File: config.mk
export PLATFORM = sky130hd
export DESIGN_NAME = axi4l_regbank_flat
export DESIGN_NICKNAME = d
export VERILOG_FILES = /design/src/rtl/axi4l_if.sv /design/src/rtl/axi4l_regbank.sv /design/src/flat_wrapper.sv
export SDC_FILE = /design/constraint.sdc
export NUM_CORES = 1
export LEC_CHECK = 0
export ABC_AREA = 1
export BUFFER_PORTS_ARGS = -buffer_cell sky130_fd_sc_hd__buf_2
export CAP_MARGIN = 20
export CORE_UTILIZATION = 28
export CTS_CLUSTER_DIAMETER = 80
export CTS_CLUSTER_SIZE = 8
export DETAILED_ROUTE_END_ITERATION = 10
export SYNTH_ARGS = -nofsm -noshare
export SYNTH_HDL_FRONTEND = slang
export SYNTH_SLANG_ARGS = --single-unit
File: constraint.sdc
create_clock -name CLK -period 2.05 [get_ports CLK]
set_input_delay 0.205 -clock CLK [delete_from_list [all_inputs] [get_ports CLK]]
set_output_delay 0.205 -clock CLK [all_outputs]
set_load 0.005 [all_outputs]
File: src/rtl/axi4l_if.sv
// AXI4-Lite bus bundle (AW, W, B, AR, R channels) shared by the bridge and the register bank.
interface axi4l_if #(
  parameter int unsigned ADDR_WIDTH = 32,
  parameter int unsigned DATA_WIDTH = 32
);
  logic [ADDR_WIDTH-1:0]   awaddr;
  logic                    awvalid;
  logic                    awready;
  logic [DATA_WIDTH-1:0]   wdata;
  logic [DATA_WIDTH/8-1:0] wstrb;
  logic                    wvalid;
  logic                    wready;
  logic [1:0]              bresp;
  logic                    bvalid;
  logic                    bready;
  logic [ADDR_WIDTH-1:0]   araddr;
  logic                    arvalid;
  logic                    arready;
  logic [DATA_WIDTH-1:0]   rdata;
  logic [1:0]              rresp;
  logic                    rvalid;
  logic                    rready;

  modport master (
    output awaddr, awvalid, wdata, wstrb, wvalid, bready, araddr, arvalid, rready,
    input  awready, wready, bresp, bvalid, arready, rdata, rresp, rvalid
  );

  modport slave (
    input  awaddr, awvalid, wdata, wstrb, wvalid, bready, araddr, arvalid, rready,
    output awready, wready, bresp, bvalid, arready, rdata, rresp, rvalid
  );
endinterface

File: src/rtl/axi4l_regbank.sv
// AXI4-Lite slave register bank: NUM_RW_REGS control registers plus NUM_RO_REGS status registers.
// Define AXI4L_REGBANK_DECERR_EN to answer out-of-range accesses with DECERR instead of OKAY.
module axi4l_regbank #(
  parameter int unsigned           ADDR_WIDTH  = 32,
  parameter int unsigned           DATA_WIDTH  = 32,
  parameter int unsigned           NUM_RW_REGS = 8,
  parameter int unsigned           NUM_RO_REGS = 4,
  parameter logic [DATA_WIDTH-1:0] RESET_VALUE = '0
) (
  input  logic                                                     CLK,
  input  logic                                                     RSTN,
  axi4l_if.slave                                                   AXI4LITE_PORT,
  output logic [NUM_RW_REGS*DATA_WIDTH-1:0]                        REGS_OUT,
  input  logic [(NUM_RO_REGS > 0 ? NUM_RO_REGS*DATA_WIDTH : 1)-1:0] REGS_IN,
  output logic [NUM_RW_REGS-1:0]                                   WR_STROBE
);

  localparam int unsigned NumBytes = DATA_WIDTH / 8;
  localparam int unsigned Offs     = $clog2(NumBytes);
  localparam int unsigned IdxW     = ADDR_WIDTH - Offs;

  localparam logic [1:0] RespOkay   = 2'b00;
  localparam logic [1:0] RespSlvErr = 2'b10;
`ifdef AXI4L_REGBANK_DECERR_EN
  localparam logic [1:0] RespOor    = 2'b11;
`else
  localparam logic [1:0] RespOor    = 2'b00;
`endif

  typedef enum logic [1:0] {WIdle, WCommit, WResp} wr_state_e;
  typedef enum logic       {RIdle, RResp}          rd_state_e;
  typedef enum logic [1:0] {RegRw, RegRo, RegNone} region_e;

  function automatic region_e decode(input logic [IdxW-1:0] idx);
    if (idx < IdxW'(NUM_RW_REGS)) return RegRw;
    if (idx < IdxW'(NUM_RW_REGS + NUM_RO_REGS)) return RegRo;
    return RegNone;
  endfunction

  logic [IdxW-1:0] ar_idx;
  logic            aw_hs, w_hs, ar_hs;
  logic            unused_addr_lsb;

  assign ar_idx          = AXI4LITE_PORT.araddr[ADDR_WIDTH-1:Offs];
  assign unused_addr_lsb = ^{AXI4LITE_PORT.awaddr[Offs-1:0], AXI4LITE_PORT.araddr[Offs-1:0]};

  // ---------------------------------------------------------------------------------------------
  // Write path
  // ---------------------------------------------------------------------------------------------
  wr_state_e                        wst_q, wst_d;
  logic                             aw_held_q, aw_held_d;
  logic                             w_held_q, w_held_d;
  logic [IdxW-1:0]                  aw_idx_q, aw_idx_d;
  logic [DATA_WIDTH-1:0]            wdata_q, wdata_d;
  logic [NumBytes-1:0]              wstrb_q, wstrb_d;
  logic [NUM_RW_REGS*DATA_WIDTH-1:0] regs_q, regs_d;
  logic [NUM_RW_REGS-1:0]           wr_strobe_q, wr_strobe_d;
  logic                             bvalid_q, bvalid_d;
  logic [1:0]                       bresp_q, bresp_d;

  // Readies are gated by RSTN so they read 0 for the whole reset interval.
  assign AXI4LITE_PORT.awready = RSTN & (wst_q == WIdle) & ~aw_held_q;
  assign AXI4LITE_PORT.wready  = RSTN & (wst_q == WIdle) & ~w_held_q;
  assign AXI4LITE_PORT.bvalid  = bvalid_q;
  assign AXI4LITE_PORT.bresp   = bresp_q;
  assign aw_hs                 = AXI4LITE_PORT.awvalid & AXI4LITE_PORT.awready;
  assign w_hs                  = AXI4LITE_PORT.wvalid & AXI4LITE_PORT.wready;
  assign REGS_OUT              = regs_q;
  assign WR_STROBE             = wr_strobe_q;

  always_comb begin
    wst_d       = wst_q;
    aw_held_d   = aw_held_q;
    w_held_d    = w_held_q;
    aw_idx_d    = aw_idx_q;
    wdata_d     = wdata_q;
    wstrb_d     = wstrb_q;
    regs_d      = regs_q;
    wr_strobe_d = '0;
    bvalid_d    = bvalid_q;
    bresp_d     = bresp_q;
    unique case (wst_q)
      WIdle: begin
        if (aw_hs) begin
          aw_held_d = 1'b1;
          aw_idx_d  = AXI4LITE_PORT.awaddr[ADDR_WIDTH-1:Offs];
        end
        if (w_hs) begin
          w_held_d = 1'b1;
          wdata_d  = AXI4LITE_PORT.wdata;
          wstrb_d  = AXI4LITE_PORT.wstrb;
        end
        if (aw_held_d && w_held_d) begin
          wst_d     = WCommit;
          aw_held_d = 1'b0;
          w_held_d  = 1'b0;
        end
      end
      WCommit: begin
        unique case (decode(aw_idx_q))
          RegRw: begin
            for (int unsigned i = 0; i < NUM_RW_REGS; i++) begin
              if (aw_idx_q == IdxW'(i)) begin
                wr_strobe_d[i] = 1'b1;
                for (int unsigned b = 0; b < NumBytes; b++) begin
                  if (wstrb_q[b]) regs_d[i*DATA_WIDTH + b*8 +: 8] = wdata_q[b*8 +: 8];
                end
              end
            end
            bresp_d = RespOkay;
          end
          RegRo:   bresp_d = RespSlvErr;
          default: bresp_d = RespOor;
        endcase
        bvalid_d = 1'b1;
        wst_d    = WResp;
      end
      WResp: begin
        if (AXI4LITE_PORT.bready) begin
          bvalid_d = 1'b0;
          wst_d    = WIdle;
        end
      end
      default: wst_d = WIdle;
    endcase
  end

  always_ff @(posedge CLK) begin
    if (!RSTN) begin
      wst_q       <= WIdle;
      aw_held_q   <= 1'b0;
      w_held_q    <= 1'b0;
      aw_idx_q    <= '0;
      wdata_q     <= '0;
      wstrb_q     <= '0;
      regs_q      <= {NUM_RW_REGS{RESET_VALUE}};
      wr_strobe_q <= '0;
      bvalid_q    <= 1'b0;
      bresp_q     <= 2'b00;
    end else begin
      wst_q       <= wst_d;
      aw_held_q   <= aw_held_d;
      w_held_q    <= w_held_d;
      aw_idx_q    <= aw_idx_d;
      wdata_q     <= wdata_d;
      wstrb_q     <= wstrb_d;
      regs_q      <= regs_d;
      wr_strobe_q <= wr_strobe_d;
      bvalid_q    <= bvalid_d;
      bresp_q     <= bresp_d;
    end
  end

  // ---------------------------------------------------------------------------------------------
  // Read path
  // ---------------------------------------------------------------------------------------------
  rd_state_e             rst_q, rst_d;
  logic                  rvalid_q, rvalid_d;
  logic [DATA_WIDTH-1:0] rdata_q, rdata_d;
  logic [1:0]            rresp_q, rresp_d;

  assign AXI4LITE_PORT.arready = RSTN & (rst_q == RIdle);
  assign AXI4LITE_PORT.rvalid  = rvalid_q;
  assign AXI4LITE_PORT.rdata   = rdata_q;
  assign AXI4LITE_PORT.rresp   = rresp_q;
  assign ar_hs                 = AXI4LITE_PORT.arvalid & AXI4LITE_PORT.arready;

  // RW data comes from regs_q, so a read accepted on the commit edge still sees the old value.
  always_comb begin
    rst_d    = rst_q;
    rvalid_d = rvalid_q;
    rdata_d  = rdata_q;
    rresp_d  = rresp_q;
    unique case (rst_q)
      RIdle: begin
        if (ar_hs) begin
          rdata_d = '0;
          rresp_d = RespOor;
          unique case (decode(ar_idx))
            RegRw: begin
              rresp_d = RespOkay;
              for (int unsigned i = 0; i < NUM_RW_REGS; i++) begin
                if (ar_idx == IdxW'(i)) rdata_d = regs_q[i*DATA_WIDTH +: DATA_WIDTH];
              end
            end
            RegRo: begin
              rresp_d = RespOkay;
              for (int unsigned j = 0; j < NUM_RO_REGS; j++) begin
                if (ar_idx == IdxW'(NUM_RW_REGS + j)) rdata_d = REGS_IN[j*DATA_WIDTH +: DATA_WIDTH];
              end
            end
            default: ;
          endcase
          rvalid_d = 1'b1;
          rst_d    = RResp;
        end
      end
      RResp: begin
        if (AXI4LITE_PORT.rready) begin
          rvalid_d = 1'b0;
          rst_d    = RIdle;
        end
      end
      default: rst_d = RIdle;
    endcase
  end

  always_ff @(posedge CLK) begin
    if (!RSTN) begin
      rst_q    <= RIdle;
      rvalid_q <= 1'b0;
      rdata_q  <= '0;
      rresp_q  <= 2'b00;
    end else begin
      rst_q    <= rst_d;
      rvalid_q <= rvalid_d;
      rdata_q  <= rdata_d;
      rresp_q  <= rresp_d;
    end
  end

endmodule

File: src/flat_wrapper.sv
// flat-port wrapper written by rule: the top's interface ports become plain ports
module axi4l_regbank_flat 
#(
  parameter int unsigned           ADDR_WIDTH  = 32,
  parameter int unsigned           DATA_WIDTH  = 32,
  parameter int unsigned           NUM_RW_REGS = 8,
  parameter int unsigned           NUM_RO_REGS = 4,
  parameter logic [DATA_WIDTH-1:0] RESET_VALUE = '0
)
  (CLK, RSTN, REGS_OUT, REGS_IN, WR_STROBE, AXI4LITE_PORT_awaddr, AXI4LITE_PORT_awvalid, AXI4LITE_PORT_wdata, AXI4LITE_PORT_wstrb, AXI4LITE_PORT_wvalid, AXI4LITE_PORT_bready, AXI4LITE_PORT_araddr, AXI4LITE_PORT_arvalid, AXI4LITE_PORT_rready, AXI4LITE_PORT_awready, AXI4LITE_PORT_wready, AXI4LITE_PORT_bresp, AXI4LITE_PORT_bvalid, AXI4LITE_PORT_arready, AXI4LITE_PORT_rdata, AXI4LITE_PORT_rresp, AXI4LITE_PORT_rvalid);
  axi4l_if #(.ADDR_WIDTH(ADDR_WIDTH), .DATA_WIDTH(DATA_WIDTH)) AXI4LITE_PORT_i ();
  input  logic CLK;
  input  logic RSTN;
  output logic [NUM_RW_REGS*DATA_WIDTH-1:0] REGS_OUT;
  input  logic [(NUM_RO_REGS > 0 ? NUM_RO_REGS*DATA_WIDTH : 1)-1:0] REGS_IN;
  output logic [NUM_RW_REGS-1:0] WR_STROBE;
  input wire logic [$bits(AXI4LITE_PORT_i.awaddr)-1:0] AXI4LITE_PORT_awaddr;
  input wire logic [$bits(AXI4LITE_PORT_i.awvalid)-1:0] AXI4LITE_PORT_awvalid;
  input wire logic [$bits(AXI4LITE_PORT_i.wdata)-1:0] AXI4LITE_PORT_wdata;
  input wire logic [$bits(AXI4LITE_PORT_i.wstrb)-1:0] AXI4LITE_PORT_wstrb;
  input wire logic [$bits(AXI4LITE_PORT_i.wvalid)-1:0] AXI4LITE_PORT_wvalid;
  input wire logic [$bits(AXI4LITE_PORT_i.bready)-1:0] AXI4LITE_PORT_bready;
  input wire logic [$bits(AXI4LITE_PORT_i.araddr)-1:0] AXI4LITE_PORT_araddr;
  input wire logic [$bits(AXI4LITE_PORT_i.arvalid)-1:0] AXI4LITE_PORT_arvalid;
  input wire logic [$bits(AXI4LITE_PORT_i.rready)-1:0] AXI4LITE_PORT_rready;
  output wire logic [$bits(AXI4LITE_PORT_i.awready)-1:0] AXI4LITE_PORT_awready;
  output wire logic [$bits(AXI4LITE_PORT_i.wready)-1:0] AXI4LITE_PORT_wready;
  output wire logic [$bits(AXI4LITE_PORT_i.bresp)-1:0] AXI4LITE_PORT_bresp;
  output wire logic [$bits(AXI4LITE_PORT_i.bvalid)-1:0] AXI4LITE_PORT_bvalid;
  output wire logic [$bits(AXI4LITE_PORT_i.arready)-1:0] AXI4LITE_PORT_arready;
  output wire logic [$bits(AXI4LITE_PORT_i.rdata)-1:0] AXI4LITE_PORT_rdata;
  output wire logic [$bits(AXI4LITE_PORT_i.rresp)-1:0] AXI4LITE_PORT_rresp;
  output wire logic [$bits(AXI4LITE_PORT_i.rvalid)-1:0] AXI4LITE_PORT_rvalid;
  assign AXI4LITE_PORT_i.awaddr = AXI4LITE_PORT_awaddr;
  assign AXI4LITE_PORT_i.awvalid = AXI4LITE_PORT_awvalid;
  assign AXI4LITE_PORT_i.wdata = AXI4LITE_PORT_wdata;
  assign AXI4LITE_PORT_i.wstrb = AXI4LITE_PORT_wstrb;
  assign AXI4LITE_PORT_i.wvalid = AXI4LITE_PORT_wvalid;
  assign AXI4LITE_PORT_i.bready = AXI4LITE_PORT_bready;
  assign AXI4LITE_PORT_i.araddr = AXI4LITE_PORT_araddr;
  assign AXI4LITE_PORT_i.arvalid = AXI4LITE_PORT_arvalid;
  assign AXI4LITE_PORT_i.rready = AXI4LITE_PORT_rready;
  assign AXI4LITE_PORT_awready = AXI4LITE_PORT_i.awready;
  assign AXI4LITE_PORT_wready = AXI4LITE_PORT_i.wready;
  assign AXI4LITE_PORT_bresp = AXI4LITE_PORT_i.bresp;
  assign AXI4LITE_PORT_bvalid = AXI4LITE_PORT_i.bvalid;
  assign AXI4LITE_PORT_arready = AXI4LITE_PORT_i.arready;
  assign AXI4LITE_PORT_rdata = AXI4LITE_PORT_i.rdata;
  assign AXI4LITE_PORT_rresp = AXI4LITE_PORT_i.rresp;
  assign AXI4LITE_PORT_rvalid = AXI4LITE_PORT_i.rvalid;
  axi4l_regbank #(.ADDR_WIDTH(ADDR_WIDTH), .DATA_WIDTH(DATA_WIDTH), .NUM_RW_REGS(NUM_RW_REGS), .NUM_RO_REGS(NUM_RO_REGS), .RESET_VALUE(RESET_VALUE)) u_core (.CLK(CLK), .RSTN(RSTN), .AXI4LITE_PORT(AXI4LITE_PORT_i), .REGS_OUT(REGS_OUT), .REGS_IN(REGS_IN), .WR_STROBE(WR_STROBE));
endmodule
==> impl_results.md <==
- Slew @ Worst Pin: about 0.86 ns
- Final period utilization: 101%
- Fin. Hold Viols: 0
- Worst hold path type: in2reg
- First-pass GRT wire length: approximately 120000 um
- CTS root buf: clkbuf_16
- Die width: around 250 um
- Synth Area in Compound Gates: 23.0%
- DRT Pass-1 Iters: 5
- Synthesized-area fraction occupied by adder cells: 0%
- Most common cell after layout, fill and taps aside: buf_2
- Fin Hold WS: approximately 0.012 ns
- Via density: slightly below 5
- Peak VDD IR: roughly 0.52 mV
- Power per standard cell area: ~650 nW/um^2
- Synthesized instance count: 2454
- DRT iter0 DRCs: ~1600
- PnR worst setup slack: -0.0289 ns
- Leak: 11.3 nW
- CTS sink count: 370
- Dpl hpwl: between 60000 and 70000 um
- I/O Buffers: roughly 530
- Synthesis-to-finish area growth: 48.5%
- Seq/Total Area, Yosys: 42.5%
- GR Overflow Total: 0
- Worst Path Arrival: roughly 2.6 ns
- CP Max Fanout: 8
- Clock Skew: 0.0339 ns
- Syn Std Cell Area: between 15000 and 20000 sq um
- Clock Latency Late Sink: 0.60 ns
- Max Slew Vio Count: 0
- Routed WL per cell: between 20 and 25 um
- Post-synthesis register bit count: between 300 and 400
- RSZ-0062 raised after global routing: yes
- Pre-CTS WS: -0.293 ns
- Placeable Area: between 60000 and 70000 sq um
- CP Class: reg2reg
- Worst setup SP type: register
- Max-cap violations: 0
- Total CTS buffers: 53
- Failing checks: negative setup slack
- Length in cells of the worst reg-to-reg path: 13
- I/O pin count: 540
- Post-synthesis simple-gate area fraction: between 20 and 25%
- Total Die Area: ~63000 sq um
- Run status: complete, but fails checks
- Synthesis warning total: 0
- Clock buffer depth: 3
- Clock slew at reported path FFs: around 0.050 ns
- Max_slew headroom: between 40 and 50%
- Initial Util: between 20% and 30%
- H-tree Lvls: 2
- Vias post-DR: about 20000
- Worst setup EP type: register
- Die Y: around 250 um
- Largest net degree at the start of global routing: ~140
- Final setup viols: 23
- Period minus WS final: about 2.1 ns
- Post-DRT Antenna Nets: 0
- Total power: about 17 mW
- Mean Syn Cell Area: between 7 and 8 sq um
- Drc violations: 0
- Layout cells sized above 1: between 30% and 40%
- Mux share of post-synthesis cell area: 0%
- Tot GR Track Use: about a quarter
- Initial antenna violation count: 5
- Vias in the first global route: ~18000
- Routed WL: ~84000 um
- Hold Path Cell Cnt: 4
- Net count, final: ~3400
- Routability cong.: a little over 0.9
- Post-synth cell types: 45
- WP data required: roughly 2.5 ns
- Max frequency: approximately 0.48 GHz
- XOR/XNOR share of the synthesized area: 0%
- Finished Core Util: between 40% and 50%
- TritonCTS clock tree: done
- Largest family of logic cells by synthesized area: simple AND/OR/NAND/NOR gates
- Core Rows: 91
- Commonest non-fill, non-tap cells in the layout: 531 x buf_2, 369 x dfxtp_1, 368 x a21oi_1
synth_stat cells (all sizes together):
master  instances  area [sq um]
buf            61           413
a22oi           1          7.51
a21boi         31           233
nor3b           2          26.3
nor4            3          25.0
nor2          273          1170
nand3b          2          15.0
or2            34           213
nand3         149           773
o211ai         24           180
conb            1          3.75
clkinv          2          7.51
a311oi          1          8.76
nor3           16           108
clkbuf         83           312
o21ai         275          1400
a211oi         33           248
dfxtp         370          7410
a21oi         377          1890
o22ai           8          50.1
nand2         393          1590
inv           256           963
nand4          59           390
critical path: stages, from the launching register on:
cell and delay, ns:
dfxtp_2 0.33, nor2_4 0.12, nand3_2 0.06, nor2_1 0.09, nor3b_4 0.22, nand2_4 0.11
inv_2 0.08, nand4_4 0.07, buf_12 0.18, nor2_8 0.23, buf_6 0.14, nand2_4 0.09
o21ai_1 0.18, a21oi_1 0.05
stage by stage:
step                TNS (ns)  instance area, sq um  std cells
CTS                    -1.41                 24600       3998
finish                -0.237                 25900       4039
floorplan                  0                 17400       2456
detailed placement    -23.97                 22200       3856
global placement      -15.12                 22200       3856
global route          -18.20                 25900       4039
timing repair:
item | CTS | global route
endpoints found under the setup margin | 255 | 250
setup buffers | 4 | 26
gates resized for setup | 90 | 299
gates cloned | 3 | 12
endpoints found under the hold margin | 77 | 0
hold buffers | 75 | 0
pin swaps | 5 | 20
logic make-up (layout without fill, tap and decap cells):
group / after synthesis / after routing
simple gates: 931 / 939
compound gates: 750 / 750
buf+inv: 402 / 1137
flops: 370 / 370
other cells: 1 / 6
path summary, 6_finish.rpt:
| path | end | slack, ns | start |
|---|---|---|---|
| worst min-delay path | u_core.AXI4LITE_PORT.rdata[12] | 0.01 | REGS_IN[108] |
| worst min register to register | u_core.aw_idx_q[28] | 0.46 | u_core.aw_idx_q[28] |
| worst max-delay path | u_core.REGS_OUT[234] | -0.03 | u_core.aw_idx_q[25] |
| worst max register to register | u_core.REGS_OUT[234] | -0.03 | u_core.aw_idx_q[25] |
flip-flops by register name, indices dropped and copies added (netlist names):
register,count
u_core.AXI4LITE_PORT.rvalid,1
u_core.AXI4LITE_PORT.bvalid,1
u_core.rst_q,1
u_core.wstrb_q,4
u_core.REGS_OUT,256
u_core.wdata_q,32
u_core.aw_held_q,1
u_core.w_held_q,1
u_core.aw_idx_q,30
u_core.AXI4LITE_PORT.bresp,1
u_core.wst_q,2
u_core.WR_STROBE,8
u_core.AXI4LITE_PORT.rdata,32
final cells by class:
cell class                      count  area (sq um)
Tap cell                          837          1050
Antenna cell                        3          7.51
Fill cell                        6278         35700
Multi-Input combinational cell   1692          9280
Clock buffer                       54          1340
Timing Repair Buffer              819          5760
Clock inverter                      6          37.5
Inverter                          258           991
Sequential cell                   370          7410
power breakdown:
| part | leakage [nW] | total [mW] | internal, mW | switching, mW |
|---|---|---|---|---|
| logic | 7.60 | 1.52 | 0.686 | 0.834 |
| clock network | 0.685 | 7.76 | 4.56 | 3.20 |
| registers | 3.00 | 7.57 | 7.36 | 0.213 |
layer usage:
| layer | up-vias | wire (um) | GRT usage, % | part of all wire (%) |
|---|---|---|---|---|
| li1 | 9687 | - | - | - |
| met1 | 9094 | 35300 | 31.2 | 42 |
| met2 | 822 | 38800 | 39.8 | 46 |
| met3 | 155 | 7370 | 7.42 | 8.8 |
| met4 | 4 | 2720 | 7.46 | 3.2 |
| met5 | - | 31 | 0 | 0.037 |
Note: power is estimated with default switching activity, not from simulation.
